[config.mk]
export PLATFORM = sky130hd
export DESIGN_NAME = mio_rst_gen
export DESIGN_NICKNAME = d
export VERILOG_FILES = /design/src/rtl/mio_rst_gen_pkg.sv /design/src/rtl/mio_rst_gen_sync.sv /design/src/rtl/mio_rst_gen.sv
export SDC_FILE = /design/constraint.sdc
export NUM_CORES = 1
export LEC_CHECK = 0
export ABC_CLOCK_PERIOD_IN_PS = 2400
export CAP_MARGIN = 20
export CORE_UTILIZATION = 40
export CTS_BUF_LIST = sky130_fd_sc_hd__clkbuf_8
export CTS_CLUSTER_SIZE = 8
export DETAILED_ROUTE_END_ITERATION = 10
export PLACE_DENSITY_LB_ADDON = 0.15
export SETUP_SLACK_MARGIN = 0.2
export SYNTH_ARGS = -nofsm -noshare
export SYNTH_HDL_FRONTEND = slang
export SYNTH_SLANG_ARGS = --single-unit
export TNS_END_PERCENT = 30
[constraint.sdc]
create_clock -name clk -period 2.4 [get_ports clk]
set_clock_uncertainty 0.1 [all_clocks]
set_input_delay 0.6 -clock clk [delete_from_list [all_inputs] [get_ports clk]]
set_output_delay 0.6 -clock clk [all_outputs]
set_load 0.02 [all_outputs]
[src/rtl/mio_rst_gen_pkg.sv]
// Shared types and default configuration for the mio_rst_gen reset-sequence generator.
package mio_rst_gen_pkg;

    localparam int unsigned DEF_CNT_W          = 16;
    localparam int unsigned DEF_POR_CYCLES     = 8;
    localparam int unsigned DEF_HOLDOFF_CYCLES = 4;
    localparam int unsigned DEF_SYNC_STAGES    = 2;
    localparam int unsigned PULSE_CNT_W        = 16;

    typedef enum logic [2:0] {
        ST_POR     = 3'd0,
        ST_IDLE    = 3'd1,
        ST_DELAY   = 3'd2,
        ST_ASSERT  = 3'd3,
        ST_HOLDOFF = 3'd4
    } mio_rst_gen_state_t;

endpackage

[src/rtl/mio_rst_gen_sync.sv]
// Async-assert / sync-release reset synchronizer producing the generator's internal reset.
module mio_rst_gen_sync #(
    parameter int unsigned SYNC_STAGES = 2
) (
    input  logic clk,
    input  logic reset,
    output logic rst_sync_o
);

    logic [SYNC_STAGES-1:0] sync_q;

    always_ff @(posedge clk or posedge reset) begin
        if (reset) begin
            sync_q <= '1;
        end else begin
            sync_q <= {sync_q[SYNC_STAGES-2:0], 1'b0};
        end
    end

    assign rst_sync_o = sync_q[SYNC_STAGES-1];

endmodule

[src/rtl/mio_rst_gen.sv]
// Reset-sequence generator: power-on reset, then programmable delayed reset pulses on request.
// Optional completed-pulse counter enabled by defining MIO_RST_GEN_PULSE_CNT_EN.
module mio_rst_gen
    import mio_rst_gen_pkg::*;
#(
    parameter int unsigned CNT_W          = DEF_CNT_W,
    parameter int unsigned POR_CYCLES     = DEF_POR_CYCLES,
    parameter int unsigned HOLDOFF_CYCLES = DEF_HOLDOFF_CYCLES,
    parameter int unsigned SYNC_STAGES    = DEF_SYNC_STAGES
) (
    input  logic             clk,
    input  logic             reset,
    input  logic             req_i,
    input  logic [CNT_W-1:0] delay_i,
    input  logic [CNT_W-1:0] width_i,
    output logic             busy_o,
    output logic             done_o,
    output logic             rst_o,
    output logic             rst_n_o
`ifdef MIO_RST_GEN_PULSE_CNT_EN
    ,
    output logic [PULSE_CNT_W-1:0] pulse_cnt_o
`endif
);

    localparam logic [CNT_W-1:0] POR_LOAD = CNT_W'(POR_CYCLES - 1);
    localparam logic [CNT_W-1:0] HOLD_LOAD = CNT_W'(HOLDOFF_CYCLES - 1);
    localparam logic [CNT_W-1:0] CNT_ONE = CNT_W'(1);

    mio_rst_gen_state_t state_q, state_d;
    logic [CNT_W-1:0]   cnt_q, cnt_d;
    logic [CNT_W-1:0]   width_q, width_d;
    logic               rst_q, rst_d;
    logic               rst_n_q;
    logic               busy_q, busy_d;
    logic               done_q, done_d;
    logic               rst_int;
    logic               cnt_zero;
    logic               assert_exit;

    mio_rst_gen_sync #(
        .SYNC_STAGES(SYNC_STAGES)
    ) u_sync (
        .clk       (clk),
        .reset     (reset),
        .rst_sync_o(rst_int)
    );

    // Pulse width of 0 behaves as 1; counter holds remaining cycles minus one.
    function automatic logic [CNT_W-1:0] width_load(input logic [CNT_W-1:0] w);
        return (w == '0) ? '0 : (w - CNT_ONE);
    endfunction

    assign cnt_zero    = (cnt_q == '0);
    assign assert_exit = (state_q == ST_ASSERT) && !rst_int && cnt_zero;

    always_comb begin
        state_d = state_q;
        cnt_d   = cnt_q;
        width_d = width_q;
        if (rst_int) begin
            state_d = ST_POR;
            cnt_d   = POR_LOAD;
        end else begin
            case (state_q)
                ST_POR: begin
                    if (cnt_zero) state_d = ST_IDLE;
                    else          cnt_d   = cnt_q - CNT_ONE;
                end
                ST_IDLE: begin
                    if (req_i) begin
                        width_d = width_i;
                        if (delay_i == '0) begin
                            state_d = ST_ASSERT;
                            cnt_d   = width_load(width_i);
                        end else begin
                            state_d = ST_DELAY;
                            cnt_d   = delay_i - CNT_ONE;
                        end
                    end
                end
                ST_DELAY: begin
                    if (cnt_zero) begin
                        state_d = ST_ASSERT;
                        cnt_d   = width_load(width_q);
                    end else begin
                        cnt_d = cnt_q - CNT_ONE;
                    end
                end
                ST_ASSERT: begin
                    if (cnt_zero) begin
                        if (HOLDOFF_CYCLES == 0) begin
                            state_d = ST_IDLE;
                        end else begin
                            state_d = ST_HOLDOFF;
                            cnt_d   = HOLD_LOAD;
                        end
                    end else begin
                        cnt_d = cnt_q - CNT_ONE;
                    end
                end
                ST_HOLDOFF: begin
                    if (cnt_zero) state_d = ST_IDLE;
                    else          cnt_d   = cnt_q - CNT_ONE;
                end
                default: state_d = ST_POR;
            endcase
        end
    end

    // Outputs are decoded from the next state so every output is a plain flop.
    always_comb begin
        rst_d  = (state_d == ST_POR) || (state_d == ST_ASSERT);
        busy_d = (state_d != ST_IDLE);
        done_d = (state_d == ST_IDLE) && (state_q != ST_IDLE);
    end

    always_ff @(posedge clk or posedge reset) begin
        if (reset) begin
            state_q <= ST_POR;
            cnt_q   <= '0;
            width_q <= '0;
            rst_q   <= 1'b1;
            rst_n_q <= 1'b0;
            busy_q  <= 1'b1;
            done_q  <= 1'b0;
        end else begin
            state_q <= state_d;
            cnt_q   <= cnt_d;
            width_q <= width_d;
            rst_q   <= rst_d;
            rst_n_q <= ~rst_d;
            busy_q  <= busy_d;
            done_q  <= done_d;
        end
    end

    assign rst_o   = rst_q;
    assign rst_n_o = rst_n_q;
    assign busy_o  = busy_q;
    assign done_o  = done_q;

`ifdef MIO_RST_GEN_PULSE_CNT_EN
    logic [PULSE_CNT_W-1:0] pulse_cnt_q;

    // Saturating count of completed requested pulses; POR never counts.
    always_ff @(posedge clk or posedge reset) begin
        if (reset) begin
            pulse_cnt_q <= '0;
        end else if (assert_exit && (pulse_cnt_q != '1)) begin
            pulse_cnt_q <= pulse_cnt_q + PULSE_CNT_W'(1);
        end
    end

    assign pulse_cnt_o = pulse_cnt_q;
`else
    logic unused_assert_exit;
    assign unused_assert_exit = assert_exit;
`endif

endmodule

## Word-level counts from Yosys, hierarchy flattened

Index checks and enable logic that the tools add are counted.

- Word-level logic and storage cells: 52
- Register bits: 41
- Output and inout port bits: 4
- Bits of input ports: 35

- Bitwise logic cells: 2
- Reductions and logical operators: 12
- Add/sub/neg operators: 4
- Equal/unequal tests: 10
- Multiplexer cells: 16

Operators with widths:

| kind | count |
|---|---|
| $mux W16 | 8 |
| $logic_not A16 Y1 | 4 |
| $pmux W16 S4 | 1 |
| $sub A16 B1 Y16 const B | 4 |
| $mux W3 | 5 |
| $pmux W3 S4 | 1 |
| $eq A3 B2 Y1 const B | 3 |
| $eq A3 B1 Y1 const B | 2 |
| $logic_not A3 Y1 | 2 |
| $ne A3 B1 Y1 const B | 2 |
| $ne A3 B2 Y1 const B | 2 |
| $reduce_and A3 Y1 | 2 |
| $reduce_bool A5 Y1 | 1 |
| $eq A3 B3 Y1 const B | 1 |
| $not A1 Y1 | 2 |
| $reduce_or A2 Y1 | 1 |
| $logic_and A1 B1 Y1 | 1 |
| $logic_or A1 B1 Y1 | 1 |
| $mux W1 | 1 |

## Depth between registers and ports, before layout

Gate-level depths: netlist (run 1).

- Word-level depth: 8
- Depth in mapped cells: 10
- Mapped depth without buffers: 8

## Cells and area by module

A second synthesis (run 1) with hierarchy kept.

- Cells, all modules: 406
- Area, all modules: 3418.3 um^2

Modules (own cells, without submodules):

| module | area an instance (um^2) | instances | cells each | seq. area each (um^2) |
|---|---|---|---|---|
| mio_rst_gen | 3358.2 | 1 | 402 | 978.4 |
| mio_rst_gen_sync | 60.1 | 1 | 4 | 52.6 |

## Worst setup path after synthesis (run 1)

OpenSTA, ideal clock, no wires.

- Path type: input to register
- Start point: input delay_i[0]
- End point: register cnt_q[2]
- Path buffers: 0
- Data arrival time: 1.997 ns
- Slack: 0.180 ns
- Setup time: 0.122 ns
- Stages on the path: 8
- Path through: inv_1 > ha_1 > nor3b_1 > nand2_1 > nor3_2 > o22ai_1 > a22o_1 > a2bb2oi_1

- Longest elaborated chain between the ends: 5
- Elaborated cells on any way between the ends: 6
- Classes of those cells: add/sub: 1; mux: 4; reduce/logical: 1

Ends and longest elaborated chain:

| what | RTL line | RTL |
|---|---|---|
| start: declaration | mio_rst_gen.sv:14 | `input logic [CNT_W-1:0] delay_i,` |
| $sub A16 B1 Y16 or $logic_not A16 Y1 (tied branches) | mio_rst_gen.sv:78, mio_rst_gen.sv:73 |  |
| $mux W16 * | mio_rst_gen.sv:73 | `if (delay_i == '0) begin` |
| $mux W16 * | mio_rst_gen.sv:71 | `if (req_i) begin` |
| $pmux W16 S4 * | mio_rst_gen.sv:65 | `case (state_q)` |
| $mux W16 * | mio_rst_gen.sv:61 | `if (rst_int) begin` |
| end signal: assignment | mio_rst_gen.sv:129 | `cnt_q <= cnt_d;` |
| end: declaration | mio_rst_gen.sv:31 | `logic [CNT_W-1:0] cnt_q, cnt_d;` |

Mark *: on every way between the ends. The rest lies on a longest branch, timed or not. The select of a mux whose other input is x is not followed.
A chain may end at the register's enable or synchronous reset.

## Worst setup path in the final report (run 1)

- Start point: register width_q[8]
- End point: register cnt_q[11]

- Longest elaborated chain between the ends: 5
- Elaborated cells on any way between the ends: 6
- Classes of those cells: add/sub: 1; mux: 4; reduce/logical: 1

Ends and longest elaborated chain:

| what | RTL line | RTL |
|---|---|---|
| start: declaration | mio_rst_gen.sv:32 | `logic [CNT_W-1:0] width_q, width_d;` |
| start signal: assignment | mio_rst_gen.sv:130 | `width_q <= width_d;` |
| $sub A16 B1 Y16 or $logic_not A16 Y1 (tied branches) | mio_rst_gen.sv:51 | `return (w == '0) ? '0 : (w - CNT_ONE);` |
| $mux W16 * | mio_rst_gen.sv:51 |  |
| $mux W16 * | mio_rst_gen.sv:83 | `if (cnt_zero) begin` |
| $pmux W16 S4 * | mio_rst_gen.sv:65 |  |
| $mux W16 * | mio_rst_gen.sv:61 |  |

Mark *: on every way between the ends. The rest lies on a longest branch, timed or not.

==> results of run 1 <==
==> layer usage <==
layer,GRT usage,routed length (um),up-vias
li1,-,-,1863
met1,0.365,5420,1927
met2,0.419,5960,151
met3,0.0556,867,29
met4,0.102,327,0
met5,0,0,-
==> final cells by class <==
class,count,share of cell area
multi-input cells,339,0.517
inverters,17,0.0117
well taps,108,0.0247
repair buffers,153,0.236
flip-flops and latches,41,0.189
clock buffers,5,0.0126
clock inverters,3,0.00847
==> kinds of logic (layout without fill, tap and decap cells) <==
group,after synthesis,in the layout,share of synthesized area
simple gates,155,156,0.266
compound gates,117,117,0.223
flops,41,41,0.286
xor+xnor,38,38,0.0923
buf+inv,32,178,0.0469
mux,21,21,0.0635
fa+ha+maj,6,6,0.0208
other cells,1,1,0.00104
==> registers in the layout, indices dropped and copies added (netlist names) <==
| register | cells |
|---|---|
| u_sync.sync_q | 2 |
| width_q | 16 |
| state_q | 3 |
| cnt_q | 16 |
| rst_n_o | 1 |
| done_o | 1 |
| rst_o | 1 |
| busy_o | 1 |
==> cell usage after synthesis, drive strengths merged, types with 9 or more instances <==
master  count
xor2       12
inv        17
a21oi      24
dfrtp      37
nand4       9
xnor2      26
nor2       39
mux2       15
nor4       15
nor3       23
clkbuf     10
nand3      13
o21ai      30
nand2      24
==> stage by stage <==
stage / instance area, um2 / util / hold slack, ns / instances / setup TNS (ns)
CTS: 5080 / 0.583 / 0.266 / 654 / 0
floorplan: 3610 / - / 0.245 / 411 / 0
global route: 5470 / 0.627 / 0.273 / 666 / 0
detailed placement: 4760 / 0.546 / 0.253 / 637 / -6.61
finish: 5470 / 0.627 / 0.265 / 666 / 0
global placement: 4760 / 0.546 / 0.246 / 637 / -5.89
==> path summary, 6_finish.rpt <==
check	start	to	slack, ns	cells past startpoint
setup reg to reg	width_q[8]	cnt_q[11]	0.20	5
setup / recovery	width_q[8]	cnt_q[11]	0.20	5
hold / removal	u_sync.sync_q[0]	u_sync.sync_q[1]	0.27	0
hold reg to reg	u_sync.sync_q[0]	u_sync.sync_q[1]	0.27	0
max in group asynchronous	reset	width_q[8]	1.33	3
min in group asynchronous	reset	cnt_q[3]	0.52	3
==> timing repair <==
item	4_1_cts	5_1_grt
hold buffers	0	0
gates resized for setup	68	73
pin swaps	23	37
cloned	0	1
setup buffers	9	11
endpoints found under the setup margin	19	19
==> report_power, final <==
group	switching, uW	leakage (uW)	internal [uW]
clock network	271	0.0000543	312
logic	491	0.00180	463
registers	58.3	0.000539	729
total	820	0.00239	1500
==> impl_metrics.env, run 1 <==
export IMPL_synth_top_cells_by_area="dfrtp_1 (26%), xnor2_1 (6.3%), mux2_2 (4.7%), o21ai_0 (4.2%), nor2_1 (3.9%)"
export IMPL_yosys_register_bits=41
export IMPL_synth_cell_area_um2=3600
export IMPL_critical_path_max_fanout=5
export IMPL_critPathSlowestCell="or4_4"
export IMPL_holdCritPathClass="flop to flop"
export IMPL_place_gp_congestion=0.911
export IMPL_worstSetupStartpointType="flop"
export IMPL_final_layout_size_suffix_gt1_frac=0.419
export IMPL_grt_start_max_net_pins=28
export IMPL_count_of_buffer_and_inverter_cells_on_the_critical_path=0
export IMPL_clkLatencyLatePin_ns=0.30
export IMPL_crit_family="simple AND/OR/NAND/NOR gates"
export IMPL_cp_end_kind="flop"
export IMPL_floorplan_core_area_um2=8720
export IMPL_status="finished, final reports clean"
export IMPL_clock_fmax_mhz=454
export IMPL_area_delta_synth_final_pct=51.7
export IMPL_mostFrequentLayoutCell="buf_4"
export IMPL_ys_warn_count=0
export IMPL_drv_cap=0
export IMPL_rows=34
export IMPL_p_per_area_nw_per_um2=425
export IMPL_postSynth_topFlopCell="dfrtp_1"
export IMPL_final_seq_area_um2=1030
export IMPL_final_period_minus_worst_setup_slack_ns=2.20
export IMPL_antenna_cells_inserted=0
export IMPL_synth_fp_nets=452
export IMPL_viasPerCell=5.96
export IMPL_synth_largest_type_area_fraction=0.257
export IMPL_numCtsBuffers=5
export IMPL_initial_core_util=0.413
export IMPL_drt_first_pass_iters=5
export IMPL_design_power_total_uw=2320
export IMPL_global_route_usage_total=0.269
export IMPL_cts_sink_count=41
export IMPL_pin_count=39
export IMPL_number_of_antenna_violations_at_the_first_check_in_global_routing=0
export IMPL_io_buffers=38
export IMPL_syn_instance_count=411
export IMPL_rsz_0062_raised_after_global_routing="true"
export IMPL_clock_path_buffers=2
export IMPL_routed_wl_mm=12.6
export IMPL_layout_filler_cells=745
export IMPL_dpl_hpwl_mm=9.58
export IMPL_die_h_um=96.9
export IMPL_tritoncts="yes"
export IMPL_wire_length_of_the_first_global_routing_pass_mm=20.0
export IMPL_leakage_component_of_the_power_uw=0.00239
export IMPL_worstPathArrival_ns=2.30
export IMPL_synth_area_leader_cell="dfrtp_1"
export IMPL_grt_overflow_total=0
export IMPL_path_clk_slew_ns=0.09
export IMPL_dp_slack_ns=-0.465
export IMPL_remaining_drc_errors=0
export IMPL_ir_drop_uv=364
export IMPL_report_final_setup_viol=0
export IMPL_layout_nets=598
export IMPL_cts_root_buffer="clkbuf_8"
export IMPL_critical_path_class="flop to flop"
export IMPL_synth_seq_area_share=0.286
export IMPL_synth_enable_flop_cells=0
export IMPL_crit_path_cell_trace="or4_4, nor4_2, xor2_1, a221o_1, a32o_1"
export IMPL_route_antenna_remaining_nets=0
export IMPL_vias=3970
export IMPL_die_area_um2=9400
export IMPL_final_cell_mix="buf_4 (105), nor2_1 (35), dfrtp_1 (34), xnor2_1 (24), nand2_1 (20)"
export IMPL_number_of_distinct_library_cell_variants_in_the_gate_level_netlist_after_synthesis=72
export IMPL_minimum_setup_slack_in_the_final_design_ns=0.197
export IMPL_wl_per_cell_um=18.9
export IMPL_cts_htree_levels=2
export IMPL_die_span_in_x_um=96.9
export IMPL_worstPathRequired_ns=2.50
export IMPL_ys_async_sr_fraction=1.00
export IMPL_slowest_delay_ns=0.56
export IMPL_finalHoldViolations=0
export IMPL_drt_iter0_drc=340
export IMPL_vias_in_the_first_global_route=3868
export IMPL_syn_area_per_cell_um2=8.77
export IMPL_final_max_slew_violation_count=0
export IMPL_multi_input_area_um2=2830
export IMPL_final_period_utilization=0.918
Power figures use the tool's default switching activity.
==> run 2, diff against run 1 <==
- RECOVER_POWER: default -> 25
==> run 2 against run 1 <==
Non-clock buffer count stayed put. Critical path depth stayed put. Sequential power barely moved. Highest routed layer unchanged. Global-route usage unchanged. Largest power group unchanged. Clock-buffer cell count stayed put.
==> impl_metrics.env, run 2 (synthesis results as in run 1) <==
export IMPL_worstPathArrival_ns=2.30
export IMPL_die_span_in_x_um=96.9
export IMPL_grt_start_max_net_pins=28
export IMPL_critical_path_max_fanout=5
export IMPL_initial_core_util=0.413
export IMPL_report_final_setup_viol=0
export IMPL_worstSetupStartpointType="flop"
export IMPL_die_h_um=96.9
export IMPL_wl_per_cell_um=18.9
export IMPL_largest_registers="cnt_q x16, width_q x16, state_q x3"
export IMPL_final_layout_size_suffix_gt1_frac=0.418
export IMPL_cts_root_buffer="clkbuf_8"
export IMPL_numCtsBuffers=5
export IMPL_final_max_slew_violation_count=0
export IMPL_final_cell_mix="buf_4 (103), nor2_1 (35), dfrtp_1 (34), xnor2_1 (24), nand2_1 (20)"
export IMPL_leakage_component_of_the_power_uw=0.00239
export IMPL_grt_overflow_total=0
export IMPL_final_period_minus_worst_setup_slack_ns=2.20
export IMPL_holdCritPathClass="flop to flop"
export IMPL_final_core_utilization=0.626
export IMPL_critical_path_class="flop to flop"
export IMPL_drt_first_pass_iters=5
export IMPL_rrSetupSlack_ns=0.20
export IMPL_remaining_drc_errors=0
export IMPL_p_per_area_nw_per_um2=425
export IMPL_pin_count=39
export IMPL_cp_end_kind="flop"
export IMPL_clock_path_buffers=2
export IMPL_actual_transition_at_the_worst_max_transition_pin_ns=0.915
export IMPL_layout_nets=598
export IMPL_cts_sink_count=41
export IMPL_number_of_antenna_violations_at_the_first_check_in_global_routing=0
export IMPL_drv_cap=0
export IMPL_routed_wl_mm=12.6
export IMPL_slowest_delay_ns=0.56
export IMPL_status="finished, final reports clean"
export IMPL_drt_iter0_drc=340
export IMPL_wire_length_of_the_first_global_routing_pass_mm=20.0
export IMPL_clock_fmax_mhz=454
export IMPL_area_delta_synth_final_pct=51.5
export IMPL_vias=3961
export IMPL_place_gp_congestion=0.911
export IMPL_design_power_total_uw=2320
export IMPL_io_buffers=38
export IMPL_floorplan_core_area_um2=8720
export IMPL_global_route_usage_total=0.269
export IMPL_cts_htree_levels=2
export IMPL_mostFrequentLayoutCell="buf_4"
export IMPL_timing_max_slew_rel_slack=0.390
export IMPL_rsz_0062_raised_after_global_routing="true"
export IMPL_dpl_hpwl_mm=9.58
export IMPL_viasPerCell=5.95
export IMPL_antenna_cells_inserted=0
export IMPL_tritoncts="yes"
export IMPL_worstPathRequired_ns=2.50
export IMPL_die_area_um2=9400
export IMPL_final_period_utilization=0.918
export IMPL_route_antenna_remaining_nets=0
export IMPL_rows=34
export IMPL_ir_drop_uv=364
export IMPL_critPathSlowestCell="or4_4"
export IMPL_clkLatencyLatePin_ns=0.30
export IMPL_path_clk_slew_ns=0.09
export IMPL_crit_path_cell_trace="or4_4, nor4_2, xor2_1, a221o_1, a32o_1"
export IMPL_tns_ns=0
export IMPL_finalHoldViolations=0
export IMPL_vias_in_the_first_global_route=3868
-- run 2: changes by cell type in the layout (fill, tap and decap cells not counted) --
cell	before	now
buf_4	105	103
clkbuf_1	0	1
clkbuf_2	0	1
clkdlybuf4s50_1	10	9
dlygate4sd3_1	0	1
-- run 2: area by class of cell --
class | count | area (um2)
flip-flops and latches | 41 | 1030
well taps | 108 | 135
clock buffers | 5 | 68.8
repair buffers | 153 | 1280
fillers | 748 | 3260
clock inverters | 3 | 46.3
multi-input cells | 339 | 2830
inverters | 17 | 63.8
-- run 2: per-layer routing --
| metal | part of all wire | routed length [um] | global-route usage | up-vias |
|---|---|---|---|---|
| met4 | 0.026 | 327 | 0.102 | 0 |
| met2 | 0.47 | 5960 | 0.419 | 149 |
| met3 | 0.069 | 870 | 0.0556 | 29 |
| met5 | 0 | 0 | 0 | - |
| met1 | 0.43 | 5410 | 0.365 | 1920 |
| li1 | - | - | - | 1863 |
-- run 2: worst max-delay path: cells and delay by family, from the launching register on --
kind / cells / cell delay (ns)
and+or+nand+nor: 2 / 0.81
AOI/OAI and AO/OA: 2 / 0.59
xor gates and xnor gates: 1 / 0.15
DFF: 1 / 0.45
-- run 2: worst paths after layout --
kind                                         end              from  cells past startpoint
worst min register to register  u_sync.sync_q[1]  u_sync.sync_q[0]                      0
worst max register to register         cnt_q[11]        width_q[8]                      5
max in group asynchronous               cnt_q[1]             reset                      3
worst min-delay path            u_sync.sync_q[1]  u_sync.sync_q[0]                      0
worst max-delay path                   cnt_q[11]        width_q[8]                      5
min in group asynchronous             width_q[0]             reset                      3
-- run 2: metrics by stage --
stage	worst slack (ns)	hold WS (ns)	cell area, um2	instances
floorplan	0.199	0.245	3610	411
global placement	-0.461	0.246	4760	637
detailed placement	-0.465	0.253	4760	637
CTS	0.154	0.266	5080	654
global route	0.101	0.273	5460	666
finish	0.197	0.265	5460	666
-- run 2: where the power goes --
group	switching [uW]	total (uW)	internal [uW]	leakage, uW
logic	491	952	461	0.00179
registers	58.4	788	729	0.000539
clock network	271	583	312	0.0000543
total	820	2320	1500	0.00239
-- run 2: what timing repair did --
item / CTS / global route
hold buffers: 0 / 0
setup endpoints to repair: 19 / 19
gates resized for setup: 68 / 73
gates cloned: 0 / 1
pin swaps: 23 / 37
hold endpoints to repair: 0 / 0
setup buffers: 9 / 11
==> run 3, diff against run 2 <==
- CORE_UTILIZATION: 40 -> 30
- SLEW_MARGIN: default -> 20
==> run 3 against run 2 <==
Sequential power up 0.6%. Design area down 0.96%. Register-to-register slack about the same. Worst setup slack worse by 0.0054 ns. Critical path depth up 1. Wire length down 2.4%. Highest routed layer unchanged.
==> impl_metrics.env, run 3 (synthesis results as in run 1) <==
export IMPL_largest_registers="cnt_q x16, width_q x16, state_q x3"
export IMPL_final_layout_size_suffix_gt1_frac=0.402
export IMPL_wire_length_of_the_first_global_routing_pass_mm=18.9
export IMPL_die_span_in_x_um=112
export IMPL_remaining_drc_errors=0
export IMPL_pin_count=39
export IMPL_crit_path_cell_trace="clkdlybuf4s15_1, or4_4, o41ai_4, a21oi_2, a211o_1, a32o_1"
export IMPL_number_of_antenna_violations_at_the_first_check_in_global_routing=0
export IMPL_final_period_utilization=0.920
export IMPL_tritoncts="yes"
export IMPL_wl_per_cell_um=17.5
export IMPL_routed_wl_mm=12.3
export IMPL_critPathSlowestCell="or4_4"
export IMPL_final_period_minus_worst_setup_slack_ns=2.21
export IMPL_vias=3802
export IMPL_status="finished, final reports clean"
export IMPL_global_route_usage_total=0.194
export IMPL_rows=39
export IMPL_cp_end_kind="flop"
export IMPL_drv_cap=0
export IMPL_critical_path_class="input port to flop"
export IMPL_clock_path_buffers=2
export IMPL_viasPerCell=5.41
export IMPL_area_delta_synth_final_pct=50.1
export IMPL_holdCritPathClass="flop to flop"
export IMPL_design_power_total_uw=2210
export IMPL_timing_max_slew_rel_slack=0.309
export IMPL_mostFrequentLayoutCell="buf_4"
export IMPL_drt_iter0_drc=183
export IMPL_cts_htree_levels=2
export IMPL_critical_path_max_fanout=4
export IMPL_finalHoldViolations=0
export IMPL_worstSetupStartpointType="input port"
export IMPL_ir_drop_uv=263
export IMPL_report_final_setup_viol=0
export IMPL_clkLatencyLatePin_ns=0.31
export IMPL_drt_first_pass_iters=5
export IMPL_antenna_cells_inserted=0
export IMPL_dpl_hpwl_mm=9.48
export IMPL_vias_in_the_first_global_route=3530
export IMPL_route_antenna_remaining_nets=0
export IMPL_rsz_0062_raised_after_global_routing="true"
export IMPL_worstPathArrival_ns=2.31
export IMPL_final_max_slew_violation_count=0
export IMPL_layout_nets=600
export IMPL_grt_start_max_net_pins=42
export IMPL_io_buffers=38
export IMPL_clock_fmax_mhz=453
export IMPL_grt_overflow_total=0
export IMPL_cts_sink_count=41
export IMPL_crit_family="compound AO/OA/AOI/OAI gates"
export IMPL_path_clk_slew_ns=0.08
export IMPL_cts_root_buffer="clkbuf_8"
export IMPL_worstPathRequired_ns=2.50
export IMPL_place_gp_congestion=0.887
export IMPL_initial_core_util=0.312
export IMPL_numCtsBuffers=5
export IMPL_p_per_area_nw_per_um2=408
export IMPL_actual_transition_at_the_worst_max_transition_pin_ns=1.04
export IMPL_floorplan_core_area_um2=11600
export IMPL_die_h_um=112
export IMPL_final_core_utilization=0.468
export IMPL_die_area_um2=12500
export IMPL_count_of_buffer_and_inverter_cells_on_the_critical_path=1
export IMPL_slowest_delay_ns=0.55
export IMPL_leakage_component_of_the_power_uw=0.00235
export IMPL_final_cell_mix="buf_4 (109), nor2_1 (35), dfrtp_1 (32), xnor2_1 (25), a21oi_1 (22)"
run 3: changes by cell type in the layout (fill, tap and decap cells not counted), moves of 3 or more:
cell	change
dlygate4sd2_1	+7
buf_4	+6
clkdlybuf4s15_1	-4
a21oi_1	+3
a21oi_2	-3
buf_6	-3
dlymetal6s2s_1	-3
nand3_1	+3
nor3_4	-3
o21ai_0	+3
run 3: report_power, final:
group	leakage [uW]	total, uW	internal, uW	switching [uW]
Sequential	0.000537	793	730	63.0
Clock	0.0000445	476	207	269
Combinational	0.00176	939	467	472
run 3: through the flow:
step	instances	TNS (ns)	hold WS, ns	setup WS, ns	cell area [um2]
after floorplan	411	0	0.245	0.199	3610
after global placement	670	-6.39	0.246	-0.456	4790
after detailed placement	670	-7.20	0.254	-0.525	4790
after CTS	690	0	0.266	0.171	5120
after global routing	703	0	0.274	0.100	5410
final	703	0	0.264	0.191	5410
run 3: path summary, 6_finish.rpt:
kind	from	slack [ns]	endpoint	cells after the start
max in group asynchronous	reset	0.54	cnt_q[9]	3
worst min-delay path	u_sync.sync_q[0]	0.26	u_sync.sync_q[1]	0
min in group asynchronous	reset	0.95	width_q[7]	3
worst max-delay path	width_i[0]	0.19	cnt_q[7]	6
worst min register to register	u_sync.sync_q[0]	0.26	u_sync.sync_q[1]	0
worst max register to register	cnt_q[0]	0.19	cnt_q[10]	10
run 3: what timing repair did:
| action | in CTS | in global routing |
|---|---|---|
| buffers inserted | 12 | 12 |
| pin swaps | 26 | 22 |
| hold buffers | 0 | 0 |
| gates resized for setup | 69 | 47 |
| setup endpoints to repair | 19 | 19 |
| cloned | 0 | 1 |
run 3: routing by layer:
metal / routed length [um] / vias up / GRT usage
li1: - / 1859 / -
met1: 5720 / 1827 / 0.266
met4: 272 / 0 / 0.0676
met5: 0 / - / 0
met2: 5760 / 99 / 0.309
met3: 525 / 17 / 0.0299
run 3: area by class of cell:
class / count / area, um2
repair buffers: 156 / 1310
inverters: 17 / 63.8
well taps: 143 / 179
multi-input cells: 338 / 2730
clock inverters: 3 / 21.3
fillers: 1145 / 6160
clock buffers: 5 / 68.8
flip-flops and latches: 41 / 1040
==> patch: new RTL, settings of run 3 <==
Add an input register stage for `req_i`, `delay_i` and `width_i`, without a reset; this delays them by one clock.
--- a/src/rtl/mio_rst_gen.sv
+++ b/src/rtl/mio_rst_gen.sv
@@ -27,4 +27,14 @@
     localparam logic [CNT_W-1:0] HOLD_LOAD = CNT_W'(HOLDOFF_CYCLES - 1);
     localparam logic [CNT_W-1:0] CNT_ONE = CNT_W'(1);
+
+    logic req_q;
+    logic [CNT_W-1:0] delay_q;
+    logic [CNT_W-1:0] width_r;
+
+    always_ff @(posedge clk) begin
+        req_q   <= req_i;
+        delay_q <= delay_i;
+        width_r <= width_i;
+    end
 
     mio_rst_gen_state_t state_q, state_d;
@@ -69,12 +79,12 @@
                 end
                 ST_IDLE: begin
-                    if (req_i) begin
-                        width_d = width_i;
-                        if (delay_i == '0) begin
+                    if (req_q) begin
+                        width_d = width_r;
+                        if (delay_q == '0) begin
                             state_d = ST_ASSERT;
-                            cnt_d   = width_load(width_i);
+                            cnt_d   = width_load(width_r);
                         end else begin
                             state_d = ST_DELAY;
-                            cnt_d   = delay_i - CNT_ONE;
+                            cnt_d   = delay_q - CNT_ONE;
                         end
                     end
Check against the original RTL: same outputs for any inputs over 10 cycles, from zero or initial values and one cycle with reset high; that may be too few to reach the edited logic, so the function may still have changed.
==> patch against run 3 <==
The flow now finishes with violations (negative setup slack). Routed wire length decreased by 2.7%. Sequential cell count increased by 33. Total power increased by 70%. Synthesized cell count increased by 2.4%. Synthesized area increased by 10%. Clock power increased by 110%. Setup slack got worse by 280 ps. Cell count increased by 1.0%. Cell area increased by 4.2%. Global-route usage decreased by 0.89 points. First-iteration DRC count decreased by 5.5%.
==> patch: results <==
[outcome]
status = complete, but fails checks
violations = negative setup slack

[drt]
first_pass_iters = 4
vias = 3626
drtIter0Drc = 173
wirelength_mm = 11.9

[cells_and_area]
fin_nets = 574
fillers = 1261
antenna_cells = 0
drive_gt1_share_pct = 30.5

[synthesis]
synthTopCellsByCount = dfrtp_1 (37), dfxtp_1 (33), nor2_1 (31)
yosys.cell_types.count = 62
yosys_warnings = 0
synth_adder_area_share_pct = 1.89
synthMuxAreaShare_pct = 4.94
synth_xor_area_share_pct = 8.81
syn_nets = 462
synth_ff_type = dfrtp_1
synth_compound_gate_area_share_pct = 18.1
synth.yosys.seq_area_share_pct = 42.5
synthArstFlopShare_pct = 55.4
ys_top_cells_by_area = dfrtp_1 (23%), dfxtp_1 (17%), xnor2_1 (5.5%), mux2_2 (3.7%), xor2_1 (3.3%)

[timing]
max_slew_margin_pct = 61.9
hold_violations = 0
finalSetupViolCount = 4
final.setup.worst_slack_ps = -84.3
whs_ps = 260

[clock_tree]
clock_latency_ps = 360
htreeDepth = 3
cts_made_buffers = 9

[critical_path]
critPathSlowestCell = or4b_4
rr_endpoint = cnt_q[14]$_DFFE_PP0P_
ff2ff_path_depth = 8
crit_arrival_ps = 2630
slowest_delay_ps = 470
regToRegStartpoint = cnt_q[1]$_DFFE_PP0P_
cp_top_family = simple AND/OR/NAND/NOR gates
crit_path_max_fanout = 3

[power_and_ir_drop]
p_int_w = 0.00248
max-vdd-ir-drop_mv = 0.283
power.leakage_nw = 2.22

[place]
port_buffers = 38
place.gp.congestion = 0.867
dpl.hpwl_mm = 9.10

[grt]
grt_pass1_wl_mm = 18.7
grt_pass1_vias = 3473
grt_usage_pct = 18.5
==> patch: cell count changes after synthesis, sizes merged, moves of 4 or more <==
cell	before	now
a211oi	5	1
or3	0	8
nor2	39	32
o22ai	6	10
o211ai	5	10
a21oi	24	17
clkbuf	10	14
o221ai	3	9
nor2b	2	7
nor3	23	18
dfxtp	0	33
o21ai	30	24
==> patch: per-stage QoR <==
step,instances,setup WS [ps],instance area [um2],TNS (ps),utilization [%]
4_1_cts,705,-97.6,5450,-184,42.7
3_3_place_gp,686,-107,5120,-652,40.1
2_1_floorplan,421,-66.0,4040,-90.8,-
6_report,710,-84.3,5640,-150,44.1
3_5_place_dp,686,-116,5120,-815,40.1
5_1_grt,710,-207,5640,-803,44.1
==> patch: worst max path at each step <==
stage                                  endpoint                  from  depth (start not counted)  slack [ps]
after CTS                 cnt_q[14]$_DFFE_PP0P_  cnt_q[1]$_DFFE_PP0P_                          8        -100
after detailed placement      rst_n_o$_DFF_PP0_    delay_q[3]$_DFF_P_                          7        -120
after floorplan           cnt_q[14]$_DFFE_PP0P_  cnt_q[0]$_DFFE_PP0P_                          8         -70
final                     cnt_q[14]$_DFFE_PP0P_  cnt_q[1]$_DFFE_PP0P_                          8         -80
after global placement        rst_n_o$_DFF_PP0_    delay_q[3]$_DFF_P_                          7        -110
after global routing      cnt_q[14]$_DFFE_PP0P_  cnt_q[0]$_DFFE_PP0P_                          8        -210
==> patch: timing repair <==
action | in CTS | in global routing
setup endpoints to repair | 19 | 22
pin swaps | 19 | 14
gates resized for setup | 28 | 30
buffers inserted | 3 | 5
hold buffers | 0 | 0
==> patch: per-layer routing <==
metal | routed length, um | share of wire [%] | vias up | GRT usage, %
met2 | 5700 | 48 | 82 | 30.8
met4 | 229 | 1.9 | 0 | 6.24
met5 | 0 | 0 | - | 0
met3 | 361 | 3.0 | 12 | 3.24
met1 | 5650 | 47 | 1741 | 24.1
li1 | - | - | 1791 | -
==> patch: final cells by class <==
class | count | area share (%)
Clock buffer | 9 | 2.20
Clock inverter | 7 | 1.33
Inverter | 15 | 0.999
Multi-Input combinational cell | 314 | 43.2
Sequential cell | 74 | 30.1
Tap cell | 172 | 3.82
Timing Repair Buffer | 119 | 18.3
==> patch: power by group through the flow <==
stage          registers [W]  logic (W)  clock network [W]
6_report             0.00154    0.00121            0.00100
5_1_grt              0.00157    0.00132            0.00109
4_1_cts              0.00154    0.00118            0.00104
3_5_place_dp         0.00156    0.00115                  0
3_3_place_gp         0.00156    0.00114                  0
2_1_floorplan        0.00153   0.000667                  0
